File: src/rtl/blinker_pkg.sv
// Shared types and constants for the LED burst scheduler.
package blinker_pkg;

    localparam int unsigned N_REQ            = 4;
    localparam int unsigned IDX_W            = 2;
    localparam int unsigned CNT_FIELD_W      = 4;
    localparam int unsigned TICK_MAX_DEFAULT = 50 * 1024 * 1024;
    localparam int unsigned CNT_W_DEFAULT    = 26;

    typedef enum logic [1:0] {
        IDLE = 2'd0,
        ON   = 2'd1,
        OFF  = 2'd2,
        DONE = 2'd3
    } state_e;

    // First set request bit searching upward from ptr+1, wrapping at N_REQ.
    function automatic logic [IDX_W-1:0] rr_pick(input logic [N_REQ-1:0] req,
                                                 input logic [IDX_W-1:0] ptr);
        logic [IDX_W-1:0] idx;
        logic             found;
        rr_pick = ptr;
        found   = 1'b0;
        for (int unsigned i = 1; i <= N_REQ; i++) begin
            idx = IDX_W'(32'(ptr) + i);
            if (!found && req[idx]) begin
                rr_pick = idx;
                found   = 1'b1;
            end
        end
    endfunction

endpackage

File: src/rtl/blinker_tick_counter.sv
// Enable-gated half-period counter; tick marks the last cycle of a half-period.
module blinker_tick_counter
    import blinker_pkg::*;
#(
    parameter int unsigned CNT_W    = CNT_W_DEFAULT,
    parameter int unsigned TICK_MAX = TICK_MAX_DEFAULT
) (
    input  logic system1000,
    input  logic system1000_rstn,
    input  logic en,
    input  logic clr,
    output logic tick
);

    localparam logic [CNT_W-1:0] LAST = CNT_W'(TICK_MAX - 1);

    logic [CNT_W-1:0] count;

    assign tick = en && (count == LAST);

    // Wraps to zero on the tick cycle so the count never reaches TICK_MAX.
    always_ff @(posedge system1000 or negedge system1000_rstn) begin
        if (!system1000_rstn) begin
            count <= '0;
        end else if (clr) begin
            count <= '0;
        end else if (en) begin
            if (tick) begin
                count <= '0;
            end else begin
                count <= count + CNT_W'(1);
            end
        end
    end

endmodule

File: src/rtl/blinker_burst_sched.sv
// Round-robin scheduler sharing one LED among four burst requesters.
module blinker_burst_sched
    import blinker_pkg::*;
#(
    parameter int unsigned CNT_W    = CNT_W_DEFAULT,
    parameter int unsigned TICK_MAX = TICK_MAX_DEFAULT
) (
    input  logic                           system1000,
    input  logic                           system1000_rstn,
    input  logic [N_REQ-1:0]               req_i,
    input  logic [N_REQ*CNT_FIELD_W-1:0]   cnt_i,
    output logic [N_REQ-1:0]               grant_o,
    output logic [N_REQ-1:0]               done_o,
    output logic                           led_o,
    output logic                           busy_o
);

    state_e                 state;
    state_e                 state_nxt;
    logic [CNT_FIELD_W-1:0] rem;
    logic [CNT_FIELD_W-1:0] rem_nxt;
    logic [IDX_W-1:0]       rr_ptr;
    logic [IDX_W-1:0]       rr_ptr_nxt;
    logic [IDX_W-1:0]       sel;
    logic [IDX_W-1:0]       sel_nxt;
    logic [N_REQ-1:0]       grant_nxt;
    logic [N_REQ-1:0]       done_nxt;
    logic                   led_nxt;
    logic                   busy_nxt;
    logic                   cnt_en;
    logic                   cnt_clr;
    logic                   tick;
    logic [IDX_W-1:0]       pick;
    logic [CNT_FIELD_W-1:0] pick_cnt;

    assign pick     = rr_pick(req_i, rr_ptr);
    assign pick_cnt = cnt_i[32'(pick)*CNT_FIELD_W +: CNT_FIELD_W];

    blinker_tick_counter #(
        .CNT_W    (CNT_W),
        .TICK_MAX (TICK_MAX)
    ) u_tick (
        .system1000      (system1000),
        .system1000_rstn (system1000_rstn),
        .en              (cnt_en),
        .clr             (cnt_clr),
        .tick            (tick)
    );

    always_ff @(posedge system1000 or negedge system1000_rstn) begin
        if (!system1000_rstn) begin
            state <= IDLE;
        end else begin
            state <= state_nxt;
        end
    end

    // Next state, latched burst context and registered output values.
    always_comb begin
        state_nxt  = state;
        rem_nxt    = rem;
        rr_ptr_nxt = rr_ptr;
        sel_nxt    = sel;
        grant_nxt  = grant_o;
        cnt_en     = 1'b0;
        cnt_clr    = 1'b0;

        case (state)
            IDLE: begin
                if (|req_i) begin
                    sel_nxt   = pick;
                    grant_nxt = N_REQ'(1) << pick;
                    rem_nxt   = pick_cnt;
                    cnt_clr   = 1'b1;
                    state_nxt = (pick_cnt != '0) ? ON : DONE;
                end
            end
            ON: begin
                cnt_en = 1'b1;
                if (tick) begin
                    state_nxt = OFF;
                end
            end
            OFF: begin
                cnt_en = 1'b1;
                if (tick) begin
                    rem_nxt   = rem - CNT_FIELD_W'(1);
                    state_nxt = (rem == CNT_FIELD_W'(1)) ? DONE : ON;
                end
            end
            DONE: begin
                rr_ptr_nxt = sel;
                grant_nxt  = '0;
                state_nxt  = IDLE;
            end
            default: begin
                state_nxt = IDLE;
            end
        endcase

        led_nxt  = (state_nxt == ON);
        busy_nxt = (state_nxt != IDLE);
        done_nxt = (state_nxt == DONE) ? grant_nxt : '0;
    end

    always_ff @(posedge system1000 or negedge system1000_rstn) begin
        if (!system1000_rstn) begin
            rem     <= '0;
            rr_ptr  <= IDX_W'(N_REQ - 1);
            sel     <= '0;
            grant_o <= '0;
            done_o  <= '0;
            led_o   <= 1'b0;
            busy_o  <= 1'b0;
        end else begin
            rem     <= rem_nxt;
            rr_ptr  <= rr_ptr_nxt;
            sel     <= sel_nxt;
            grant_o <= grant_nxt;
            done_o  <= done_nxt;
            led_o   <= led_nxt;
            busy_o  <= busy_nxt;
        end
    end

endmodule

File: config.mk
export PLATFORM = sky130hd
export DESIGN_NAME = blinker_burst_sched
export DESIGN_NICKNAME = d
export VERILOG_FILES = /design/src/rtl/blinker_pkg.sv /design/src/rtl/blinker_tick_counter.sv /design/src/rtl/blinker_burst_sched.sv
export SDC_FILE = /design/constraint.sdc
export NUM_CORES = 1
export LEC_CHECK = 0
export ABC_AREA = 1
export CAP_MARGIN = 20
export CORE_ASPECT_RATIO = 1.25
export CORE_UTILIZATION = 57
export DETAILED_ROUTE_END_ITERATION = 6
export GPL_ROUTABILITY_DRIVEN = 0
export PLACE_DENSITY = 0.77
export SLEW_MARGIN = 10
export SYNTH_ARGS = -nofsm -noshare
export SYNTH_HDL_FRONTEND = slang
export SYNTH_HIERARCHICAL = 1
export SYNTH_SLANG_ARGS = --single-unit
File: constraint.sdc
create_clock -name system1000 -period 2.4 [get_ports system1000]
set_clock_uncertainty 0.1 [all_clocks]
set_input_delay 0.48 -clock system1000 [delete_from_list [all_inputs] [get_ports system1000]]
set_output_delay 0.48 -clock system1000 [all_outputs]
set_load 0.02 [all_outputs]
* After elaboration in Yosys (flattened, before gate mapping)
Cells that the tools add are included.
** Storage, ports and cells
- Word-level logic and storage cells :: 79
- Memories kept :: 0
- Memory bits (writable) :: 0
- Bits in read-only memories :: 0
- Input port bits :: 22
- Latch bits :: 0
- Bits in registers :: 46
** Operators by class
- Magnitude comparators :: 4
- $mul :: 0
- Bitwise operators :: 0
- Add/subtract/negate cells :: 6
- Reductions and logical operators :: 16
- Multiplexer cells :: 33
- Shift-type cells :: 2
- Eq/ne operators :: 9
- Divide/modulo/power cells :: 0
** Operators with widths (count)
- $mux 26 :: 3
- $add 26x1->26 const B :: 1
- $eq 26x26->1 const B :: 1
- $mux 2 :: 9
- $mux 4 :: 4
- $pmux 4 s2 :: 2
- $shiftx 16x5->4 :: 1
- $lt 2x3->1 const B :: 4
- $mux 1 :: 10
- $bmux 1 s2 :: 4
- $pmux 2 s4 :: 1
- $eq 2x2->1 const B :: 3
- $reduce_bool 2->1 :: 3
- $add 2x1->2 const B :: 2
- $add 2x2->2 const B :: 2
- $eq 2x1->1 const B :: 2
- $eq 4x1->1 const B :: 1
- $logic_and 1x1->1 :: 4
- $ne 2x2->1 const B :: 2
- $reduce_bool 4->1 :: 1
- $reduce_or 4->1 :: 1
- $shl 1x2->4 const A :: 1
- $sub 4x1->4 const B :: 1
- $logic_not 1->1 :: 3
- 4 further kinds :: 4

* Longest topological paths before layout
Gate-level depths: netlist of run 1.
- Depth in word-level cells :: 20
- Depth in mapped cells :: 18
- Depth with buffers taken out :: 18

* By module
The synthesis of run 1 kept the hierarchy.
** Modules (own cells, without submodules)
- blinker_tick_counter :: instances 1, area each 1611.5 sq um, cells each 230
- blinker_burst_sched :: instances 1, area each 1448.9 sq um, cells each 197

* Worst setup path before layout of run 1
No wires, ideal clock.
- Path kind :: reg2reg
- Start point :: reg state[1]
- End point :: reg done_o[1]
- Arrival time :: 1.954 ns
- Path slack :: 0.219 ns
- Stages on the path, launching flop included :: 18
- Buffers on the path :: 0
- Path through :: dfrtp_1 > inv_1 > ha_1 > inv_1 > nor2_1 > nand3_1 > nor2_1 > nand2_4 > inv_1 > inv_1 > nand2_1 > nand3b_1 > o211ai_1 > o21ai_0 > inv_1 > nand2_4 > nand2_4 > nor2_2
** On the way
- Longest elaborated chain between the ends :: 8
- Elaborated cells on any way between the ends :: 14
- Those cells by class :: eq/ne (4); mux (7); reduce/logical (3)
** RTL lines
- start, declared :: RTL line blinker_burst_sched.sv:18 : state_e state;
- start signal, assigned :: RTL line blinker_burst_sched.sv:54 : state <= state_nxt;
- $eq 2x2->1 / $eq 2x1->1 (equally long branches) :: RTL line blinker_burst_sched.sv:68 : case (state)
- $reduce_or 2->1 (no line) *
- $mux 1 * :: RTL line blinker_burst_sched.sv:68
- named net cnt_en :: RTL line blinker_burst_sched.sv:30 : logic cnt_en;
- $logic_and 1x1->1 * :: RTL line blinker_tick_counter.sv:19 : assign tick = en && (count == LAST);
- named net tick :: RTL line blinker_burst_sched.sv:32 : logic tick;
- $mux 2 (on tied branches) :: RTL line blinker_burst_sched.sv:86, blinker_burst_sched.sv:80
- $pmux 2 s4 * :: RTL line blinker_burst_sched.sv:68
- named net state_nxt[1] :: RTL line blinker_burst_sched.sv:19 : state_e state_nxt;
- $eq 2x2->1 * :: RTL line blinker_burst_sched.sv:103 : done_nxt = (state_nxt == DONE) ? grant_nxt : '0;
- $mux 4 * :: RTL line blinker_burst_sched.sv:103
- named net done_nxt[1] :: RTL line blinker_burst_sched.sv:27 : logic [N_REQ-1:0] done_nxt;
- end signal, assigned :: RTL line blinker_burst_sched.sv:120 : done_o <= done_nxt;
- end, declared :: RTL line blinker_burst_sched.sv:13 : output logic [N_REQ-1:0] done_o,
Mark *: on every way through the listed nets, which the timed path passes. The rest lies on a longest branch.
A chain may end at the register's enable or synchronous reset.

* Worst setup path in the final report of run 1
- Start point :: in req_i[2]
- End point :: reg done_o[1]
** On the way
- Longest elaborated chain between the ends :: 19
- Elaborated cells on any way between the ends :: 32
- Those cells by class :: eq/ne (1); shift (2); mux (21); reduce/logical (8)
** RTL lines
- start, declared :: RTL line blinker_burst_sched.sv:10 : input logic [N_REQ-1:0] req_i,
- $bmux 1 s2 :: RTL line blinker_pkg.sv:26 : if (!found && req[idx]) begin
- $mux 1 (not written as such) :: RTL line blinker_pkg.sv:26
- $mux 1 :: RTL line blinker_pkg.sv:26
- $logic_not 1->1 :: RTL line blinker_pkg.sv:26
- $logic_and 1x1->1 :: RTL line blinker_pkg.sv:26
- $mux 1 :: RTL line blinker_pkg.sv:26
- $logic_not 1->1 :: RTL line blinker_pkg.sv:26
- $logic_and 1x1->1 :: RTL line blinker_pkg.sv:26
- [5 not listed]
- $reduce_bool 4->1 :: RTL line blinker_burst_sched.sv:75 : state_nxt = (pick_cnt != '0) ? ON : DONE;
- $mux 2 :: RTL line blinker_burst_sched.sv:75
- $mux 2 * :: RTL line blinker_burst_sched.sv:70 : if (|req_i) begin
- $pmux 2 s4 * :: RTL line blinker_burst_sched.sv:68
- named net state_nxt[1] :: RTL line blinker_burst_sched.sv:19
- $eq 2x2->1 * :: RTL line blinker_burst_sched.sv:103
- $mux 4 * :: RTL line blinker_burst_sched.sv:103
- named net done_nxt[1] :: RTL line blinker_burst_sched.sv:27
Mark *: on every way through the listed nets, which the timed path passes. The rest lies on a longest branch. The select of a mux whose other input is x is not followed.

==> impl_metrics.env, run 1 <==
export IMPL_avgSynthCellArea_um2=7.17
export IMPL_drive_gt1_share_pct=18.1
export IMPL_post_route_min_period_ps=2300
export IMPL_synthTopCellsByArea="dfrtp_1 36%, nand2_1 14%, nor2_1 6.9%, inv_1 6.3%, nand3_1 5.4%"
export IMPL_required_ps=2530
export IMPL_synth_top_area_share_pct=36.0
export IMPL_worst_pin_slew_ps=420
export IMPL_clock_sinks=46
export IMPL_ant_nets=0
export IMPL_hp_start="sel[1]"
export IMPL_r2r_slack_ps=110
export IMPL_crit_path_frequent_cell="nand2_1"
export IMPL_synth_xor_area_share_pct=2.86
export IMPL_dr_pass1_iters=4
export IMPL_setup_violations=0
export IMPL_crit_path_max_fanout=9
export IMPL_clock_path_buffers=2
export IMPL_min_to="rr_ptr[1]"
export IMPL_post_dp_hpwl_um=5490
export IMPL_grt_pass1_wl_um=11700
export IMPL_arrival_ps=2440
export IMPL_synth_compound_area_share_pct=7.24
export IMPL_synthToLayoutAreaGrowth_pct=23.8
export IMPL_cts_tree="yes"
export IMPL_synthMuxAreaShare_pct=0
export IMPL_min_path_cells=2
export IMPL_r2r_start="rr_ptr[0]"
export IMPL_gr_usage_all_layers_pct=27.0
export IMPL_cap_viol_max_count=0
export IMPL_seq_area_mm2=0.00115
export IMPL_p_leak_nw=1.83
export IMPL_synth_top_family_by_area="simple AND/OR/NAND/NOR gates"
export IMPL_fin_area_mm2=0.00379
export IMPL_finalCritPeriodShare_pct=96.0
export IMPL_status="complete, no violations"
export IMPL_cts_root_buffer="clkbuf_8"
export IMPL_numCtsBuffers=5
export IMPL_multi_input_area_mm2=0.00168
export IMPL_die_area_mm2=0.00567
export IMPL_hold_viol_final=0
export IMPL_ios=32
export IMPL_crit_type="input port to flop"
export IMPL_clkTransAtPathRegs_ps=80
export IMPL_diodes=0
export IMPL_seq_area_frac_synth_pct=37.7
export IMPL_vias_per_cell=5.26
export IMPL_die_y_um=83.9
export IMPL_row_count=29
export IMPL_synth_warnings=6
export IMPL_total_power_mw=4.26
export IMPL_synth_area_mm2=0.00306
export IMPL_grt_pass1_vias=2794
export IMPL_p_per_area_mw_per_mm2=1130
export IMPL_crit_chain="clkdlybuf4s50_1 > nand2_1 > nand3_1 > nand2_1 > nand2_4 > nand2_2 > nand2_4 > nand2_8 > nand2_1 > nand2_1 > nand2_1 > nand2_1 > nor2_2 > nand3_2 > nand2_4 > nand2_4 > nor2_2"
export IMPL_antenna_found_initial=0
export IMPL_clk_latency_ps=300
export IMPL_io_buffer_count=31
export IMPL_worstSetupEndpointType="flop"
export IMPL_overflow=0
export IMPL_relSlewSlack_pct=72.0
export IMPL_grt_max_degree=20
export IMPL_layout_commonest_cell="nand2_1"
export IMPL_synth_cells=427
export IMPL_hold_class="flop to flop"
export IMPL_routed_wl_um=7250
export IMPL_reg2reg_depth=17
export IMPL_fin_util_pct=74.1
export IMPL_synth_cell_types=37
export IMPL_synth_fa_ha_area_share_pct=2.86
export IMPL_start_util_pct=59.8
export IMPL_critPathLaunchType="input port"
export IMPL_synth_top_cell_by_area="dfrtp_1"
export IMPL_layout_common_cells="113 x nand2_1, 55 x nor2_1, 49 x inv_1"
export IMPL_fin_nets=521
export IMPL_first_iter_violations=129
export IMPL_slew_viol_final=0
export IMPL_fillers=428
export IMPL_fmax_mhz=434
export IMPL_place_area_mm2=0.00358
export IMPL_htree_levels=2
export IMPL_die_w_um=67.5
export IMPL_synthSimpleGateAreaFrac_pct=41.1
export IMPL_vias=2922
export IMPL_vdd_drop_max_uv=419
export IMPL_post_route_drc_count=0
export IMPL_synth_ff_latch_count=46
export IMPL_cpPeakStageDelay_ps=540
export IMPL_crit_slowest_cell="clkdlybuf4s50_1"
export IMPL_worstReg2RegEnd="done_o[1]"
export IMPL_hold_slack_ps=402
export IMPL_fp_coreArea_mm2=0.00512
export IMPL_synth_fp_nets=456
export IMPL_wl_per_cell_um=13.1
## where the power goes
part           internal, mW  switching (mW)  total, mW
registers             0.938           0.110       1.05
clock network         0.312           0.254      0.566
logic                  1.03            1.62       2.65
total                  2.28            1.98       4.26
## kinds of logic (layout without fill, tap and decap cells)
| kind of cell | Yosys count | count (layout) |
|---|---|---|
| and+or+nand+nor | 263 | 263 |
| DFF | 46 | 46 |
| buffers and inverters | 61 | 127 |
| adders and majority gates | 7 | 7 |
| AOI/OAI and AO/OA | 40 | 40 |
| xor gates and xnor gates | 10 | 10 |
## worst max path at each step
| stage | from | end | slack [ps] | depth (start not counted) |
|---|---|---|---|---|
| 2_1_floorplan | state[1] | done_o[1] | 220 | 17 |
| 3_3_place_gp | req_i[2] | u_tick/count[18] | -110 | 13 |
| 3_5_place_dp | req_i[1] | done_o[0] | -180 | 17 |
| 4_1_cts | rr_ptr[0] | done_o[1] | 80 | 17 |
| 5_1_grt | rr_ptr[0] | done_o[0] | -40 | 17 |
| 6_report | req_i[2] | done_o[1] | 100 | 17 |
## layout make-up
cell class	instances	share of cell area, %
repair buffers	63	14.6
well taps	62	2.05
clock inverters	1	0.793
flip-flops and latches	46	30.4
inverters	56	5.68
multi-input cells	320	44.5
clock buffers	7	2.01
## per-stage QoR
stage	instances	setup slack, ps	setup TNS, ps
6_report	555	96.4	0
5_1_grt	555	-40.1	-139
4_1_cts	548	77.5	0
3_5_place_dp	539	-181	-2010
3_3_place_gp	539	-111	-1350
2_1_floorplan	427	219	0
## routing by layer
layer / track usage (%) / share of wire [%]
met1: 28.5 / 40
met2: 51.6 / 55
met3: 4.23 / 3.9
met4: 8.51 / 1.4
met5: 0 / 0
## critical path, delay by kind of cell
kind | cells | cell delay, ps
simple gates | 16 | 1410
buf+inv | 1 | 540
## Yosys cell counts, drive strengths merged
cell and n:
nand2 136, nor2 68, inv 56, dfrtp 44, nand3 37, a21oi 16, o21ai 16, nand4 10
xor2 8, ha 7, nor3 6, nand3b 4, buf 3, clkbuf 2, dfstp 2, o21a 2
xnor2 2, a21boi 1, a22oi 1, a31oi 1, nor3b 1, nor4 1, o211ai 1, o21bai 1
o22ai 1
## timing repair
item                                   in CTS  in global routing
hold buffers                                1                  0
buffers inserted                            0                  7
endpoints found under the hold margin       9                  0
gates resized for setup                     0                 12
setup endpoints to repair                   0                  8
## flip-flops by register name, indices dropped and copies added (netlist names)
name          flops
led_o             1
u_tick/count     26
sel               2
state             2
rem               4
done_o            4
grant_o           4
rr_ptr            2
busy_o            1
No activity file was read; power rests on OpenSTA's default activity.
==> run 2, diff against run 1 <==
ABC_AREA = default   (was 1)
CORE_UTILIZATION = 56   (was 57)
GPL_ROUTABILITY_DRIVEN = 1   (was 0)
==> run 2 against run 1 <==
Net effect: the flow now finishes with violations (negative setup slack); clock-buffer cell count unchanged; flip-flop and latch count unchanged; clock power decreased by 13%; sequential power decreased by 26%; die area decreased by 7.7%; non-clock buffer count increased by 25; combinational power decreased by 94%; utilization increased by 5.7 points; critical path depth decreased by 5; register-to-register slack got worse by 240 ps; synthesized cell count decreased by 31%.
==> impl_metrics.env, run 2 <==
export IMPL_dr_pass1_iters=4
export IMPL_grt_max_degree=32
export IMPL_cts_root_buffer="clkbuf_8"
export IMPL_synth_warnings=6
export IMPL_rsz0062_at_grt="true"
export IMPL_crit_chain="inv_2 > ha_4 > nand4_4 > or4_4 > nor4_4 > mux2i_1 > a21oi_2 > buf_4 > nand3_2 > o21ai_2 > nand2_1 > o221a_1"
export IMPL_status="complete, but fails checks"
export IMPL_drive_gt1_share_pct=30.0
export IMPL_antenna_found_initial=0
export IMPL_routed_wl_um=7340
export IMPL_arrival_ps=2630
export IMPL_p_leak_nw=1.55
export IMPL_synth_top_cell_by_area="dfrtp_1"
export IMPL_ios=32
export IMPL_die_area_mm2=0.00523
export IMPL_fin_ws_ps=-132
export IMPL_synth_top_area_share_pct=39.7
export IMPL_worst_pin_slew_ps=724
export IMPL_slew_viol_final=0
export IMPL_synth_edf_count=0
export IMPL_synth_cells=294
export IMPL_diodes=0
export IMPL_synth_most_common_cell="dfrtp_1"
export IMPL_hold_slack_ps=130
export IMPL_post_route_min_period_ps=2530
export IMPL_required_ps=2500
export IMPL_fin_area_mm2=0.00377
export IMPL_top_register="u_tick/count"
export IMPL_crit_type="flop to flop"
export IMPL_relSlewSlack_pct=51.7
export IMPL_cts_hold_buf=0
export IMPL_clock_path_buffers=2
export IMPL_die_y_um=80.6
export IMPL_synth_common_cells="44 x dfrtp_1, 33 x nand2_1, 22 x a21oi_1"
export IMPL_hold_viol_final=0
export IMPL_layout_common_cells="49 x buf_4, 44 x dfrtp_1, 33 x nand2_1"
export IMPL_cpPeakStageDelay_ps=450
export IMPL_gr_usage_all_layers_pct=26.9
export IMPL_clock_sinks=46
export IMPL_layout_commonest_cell="buf_4"
export IMPL_finalNonFillerCells=437
export IMPL_clk_latency_ps=300
export IMPL_setup_violations=26
export IMPL_grt_pass1_vias=2430
export IMPL_crit_slowest_cell="or4_4"
export IMPL_ys_flop_type="dfrtp_1"
export IMPL_cap_viol_max_count=0
export IMPL_synthTopCellsByArea="dfrtp_1 40%, mux2i_1 4.7%, nand2_1 4.5%, a21oi_1 4.0%, ha_1 3.2%"
export IMPL_vias=2576
export IMPL_io_buffer_count=31
export IMPL_worstSetupEndpointType="flop"
export IMPL_seq_area_frac_synth_pct=41.6
export IMPL_critPathLaunchType="flop"
export IMPL_place_area_mm2=0.00348
export IMPL_first_iter_violations=93
export IMPL_row_count=28
export IMPL_violations="negative setup slack"
export IMPL_crit_path_max_fanout=4
export IMPL_synth_area_mm2=0.00277
export IMPL_avgSynthCellArea_um2=9.42
export IMPL_post_route_drc_count=0
export IMPL_hold_class="input port to asynchronous set/reset pin"
export IMPL_cts_tree="yes"
export IMPL_synth_fp_nets=323
export IMPL_dpl_worst_slack_ps=-544
export IMPL_synthToLayoutAreaGrowth_pct=36.1
export IMPL_ant_nets=0
export IMPL_fp_coreArea_mm2=0.00473
export IMPL_vdd_drop_max_uv=372
export IMPL_clkTransAtPathRegs_ps=90
export IMPL_synth_cell_types=53
export IMPL_numCtsBuffers=5
export IMPL_die_w_um=64.9
export IMPL_dp_cells=417
export IMPL_async_reset_ff_share_pct=100
export IMPL_start_util_pct=58.6
export IMPL_post_dp_hpwl_um=4880
export IMPL_wl_per_cell_um=16.8
export IMPL_largest_reg_flops=26
export IMPL_overflow=0
export IMPL_grt_pass1_wl_um=10600
export IMPL_place_gp_congestion=0.795
export IMPL_vias_per_cell=5.89
export IMPL_htree_levels=2
export IMPL_total_power_mw=1.42
export IMPL_synth_ff_latch_count=46
export IMPL_finalCritPeriodShare_pct=105
export IMPL_fin_nets=405
export IMPL_fmax_mhz=395
export IMPL_p_per_area_mw_per_mm2=376
-- run 2: worst paths after layout --
check / slack (ps) / cells past startpoint / endpoint / startpoint
setup / recovery: -130 / 12 / rem[3] / state[1]
hold / removal: 130 / 1 / u_tick/count[4] / system1000_rstn
setup reg to reg: -130 / 12 / rem[3] / state[1]
hold reg to reg: 390 / 2 / sel[1] / sel[1]
max in group asynchronous: 1460 / 2 / u_tick/count[18] / system1000_rstn
min in group system1000: 390 / 2 / sel[1] / sel[1]
-- run 2: cell families after synthesis --
group	Yosys count	synth area share [%]
xor gates and xnor gates	12	3.79
muxes	14	5.10
adders and majority gates	7	3.16
AOI/OAI and AO/OA	66	18.0
DFF	46	41.6
buffers and inverters	30	5.19
and+or+nand+nor	119	23.1
-- run 2: where the power goes --
part / switching [mW] / leakage, nW / internal (mW)
logic: 0.0690 / 0.944 / 0.0772
registers: 0.00319 / 0.562 / 0.776
clock network: 0.258 / 0.0482 / 0.233
total: 0.330 / 1.55 / 1.09
-- run 2: area by class of cell --
cell class	instances	area, um^2
multi-input combinational	218	1600
sequential	46	1150
fill	319	958
timing repair buffer	88	790
clock buffer	7	86.3
tap	60	75.1
inverter	17	63.8
clock inverter	1	5.00
-- run 2: through the flow --
step	util [%]	setup TNS, ps
6_report	79.7	-2170
5_1_grt	79.7	-4290
4_1_cts	77.5	-403
3_5_place_dp	73.6	-9070
3_3_place_gp	73.6	-7300
2_1_floorplan	-	-929
-- run 2: worst max-delay path: cells and delay by family (launching register included) --
family | cells | cell delay, ps
simple gates | 5 | 930
flops | 1 | 380
buf+inv | 2 | 210
fa+ha+maj | 1 | 280
compound gates | 3 | 380
mux | 1 | 140
-- run 2: what timing repair did --
item                       4_1_cts  5_1_grt
buffers inserted                 7        7
gates cloned                     0        1
setup endpoints to repair       20       35
gates resized for setup         16       13
pin swaps                        4        5
-- run 2: layer usage --
layer / vias up / global-route usage [%] / part of all wire (%)
met4: 0 / 12.9 / 3.2
met1: 1268 / 29.0 / 39
li1: 1218 / - / -
met2: 71 / 50.1 / 53
met5: - / 0 / 0
met3: 19 / 4.12 / 4.6
==> run 3, diff against run 2 <==
CORE_MARGIN = 2   (was default)
==> run 3 against run 2 <==
Net effect: the run still ends with negative setup slack left; power is 1.2% lower; sequential share of layout area is 0.20 points higher; die area is 5.6% higher; flip-flop and latch count stayed put; routed wire length is 3.7% lower; largest power group unchanged; non-clock buffer count is 2 higher; first-iteration DRC count is 58% higher; design area is 0.66% lower; worst hold slack worse by 90 ps; critical endpoint is now led_o.
==> impl_metrics.env, run 3 (synthesis gave the netlist of run 2 again) <==
export IMPL_fin_util_pct=78.6
export IMPL_row_count=28
export IMPL_antenna_found_initial=0
export IMPL_grt_pass1_wl_um=11300
export IMPL_hold_slack_ps=39.8
export IMPL_fin_ws_ps=-136
export IMPL_fin_nets=407
export IMPL_top_register="u_tick/count"
export IMPL_required_ps=2550
export IMPL_place_area_mm2=0.00352
export IMPL_diodes=0
export IMPL_post_route_min_period_ps=2540
export IMPL_die_area_mm2=0.00553
export IMPL_multi_input_area_mm2=0.00159
export IMPL_drive_gt1_share_pct=30.3
export IMPL_vias_per_cell=5.82
export IMPL_numCtsBuffers=5
export IMPL_post_route_drc_count=0
export IMPL_grt_pass1_vias=2699
export IMPL_routed_wl_um=7070
export IMPL_arrival_ps=2680
export IMPL_vias=2554
export IMPL_io_buffer_count=31
export IMPL_fillers=311
export IMPL_gr_usage_all_layers_pct=27.2
export IMPL_reg2reg_depth=10
export IMPL_wl_per_cell_um=16.1
export IMPL_ant_nets=0
export IMPL_r2r_slack_ps=-140
export IMPL_cts_tree="yes"
export IMPL_crit_path_max_fanout=7
export IMPL_ios=32
export IMPL_slew_viol_final=0
export IMPL_worstSetupEndpointType="flop"
export IMPL_worstReg2RegEnd="led_o"
export IMPL_dr_pass1_iters=4
export IMPL_fp_coreArea_mm2=0.00476
export IMPL_critPathLaunchType="flop"
export IMPL_die_y_um=82.6
export IMPL_total_power_mw=1.40
export IMPL_synthToLayoutAreaGrowth_pct=35.2
export IMPL_relSlewSlack_pct=65.4
export IMPL_finalSetupTns_ps=-1060
export IMPL_vdd_drop_max_uv=360
export IMPL_die_w_um=66.9
export IMPL_finalCritPeriodShare_pct=106
export IMPL_fin_area_mm2=0.00375
export IMPL_cap_viol_max_count=0
export IMPL_clk_latency_ps=300
export IMPL_seq_area_mm2=0.00115
export IMPL_clock_sinks=46
export IMPL_r2r_start="state[1]"
export IMPL_rsz0062_at_grt="true"
export IMPL_first_iter_violations=147
export IMPL_layout_commonest_cell="buf_4"
export IMPL_p_leak_nw=1.54
export IMPL_clkTransAtPathRegs_ps=90
export IMPL_htree_levels=2
export IMPL_p_per_area_mw_per_mm2=374
export IMPL_worst_pin_slew_ps=516
export IMPL_cts_root_buffer="clkbuf_8"
export IMPL_largest_reg_flops=26
export IMPL_start_util_pct=58.1
export IMPL_dp_cells=422
export IMPL_hold_viol_final=0
export IMPL_finalNonFillerCells=439
export IMPL_post_dp_hpwl_um=5050
export IMPL_dpl_worst_slack_ps=-549
export IMPL_place_gp_congestion=0.862
export IMPL_overflow=0
export IMPL_hold_class="input port to asynchronous set/reset pin"
export IMPL_violations="negative setup slack"
export IMPL_crit_type="flop to flop"
export IMPL_setup_violations=11
export IMPL_layout_common_cells="55 x buf_4, 44 x dfrtp_1, 33 x nand2_1"
export IMPL_clock_path_buffers=2
export IMPL_fmax_mhz=394
export IMPL_grt_max_degree=27
export IMPL_status="complete, but fails checks"
==> run 3: power breakdown <==
| part | internal (mW) | switching, mW |
|---|---|---|
| logic | 0.0785 | 0.0673 |
| registers | 0.776 | 0.00273 |
| clock network | 0.208 | 0.267 |
==> run 3: worst max-delay path by stage <==
stage / start / end / slack, ps
after global routing: state[1] / rem[3] / -260
final: state[1] / led_o / -140
after detailed placement: req_i[2] / led_o / -550
after global placement: req_i[2] / led_o / -480
after floorplan: state[0] / rem[3] / -150
after CTS: state[0] / rem[3] / -100
==> run 3: what timing repair did <==
action                                  CTS  global route
endpoints found under the setup margin   14            20
hold buffers                              0             0
pin swaps                                10             5
gates resized for setup                  18             6
buffers inserted                          7             4
gates cloned                              0             0
==> run 3: worst max-delay path, cell delays in order, from the launching register on <==
cell,delay (ps)
dfrtp_1,380
inv_2,60
ha_4,290
nand4_4,100
or4_4,450
nor4_4,250
nand2_1,130
a21oi_2,210
o31ai_2,100
a2bb2oi_4,240
and2_1,150
==> run 3: area by class of cell <==
type	count	share of cell area (%)
Clock buffer	5	1.84
Sequential cell	46	30.8
Clock inverter	3	0.635
Multi-Input combinational cell	218	42.3
Inverter	17	1.70
Timing Repair Buffer	90	20.7
Tap cell	60	2.00
==> run 3: per-layer routing <==
metal	track usage, %	routed length [um]	vias up
met4	15.5	291	0
li1	-	-	1226
met2	51.8	3820	70
met3	4.47	257	31
met1	27.7	2700	1227
met5	0	0	-
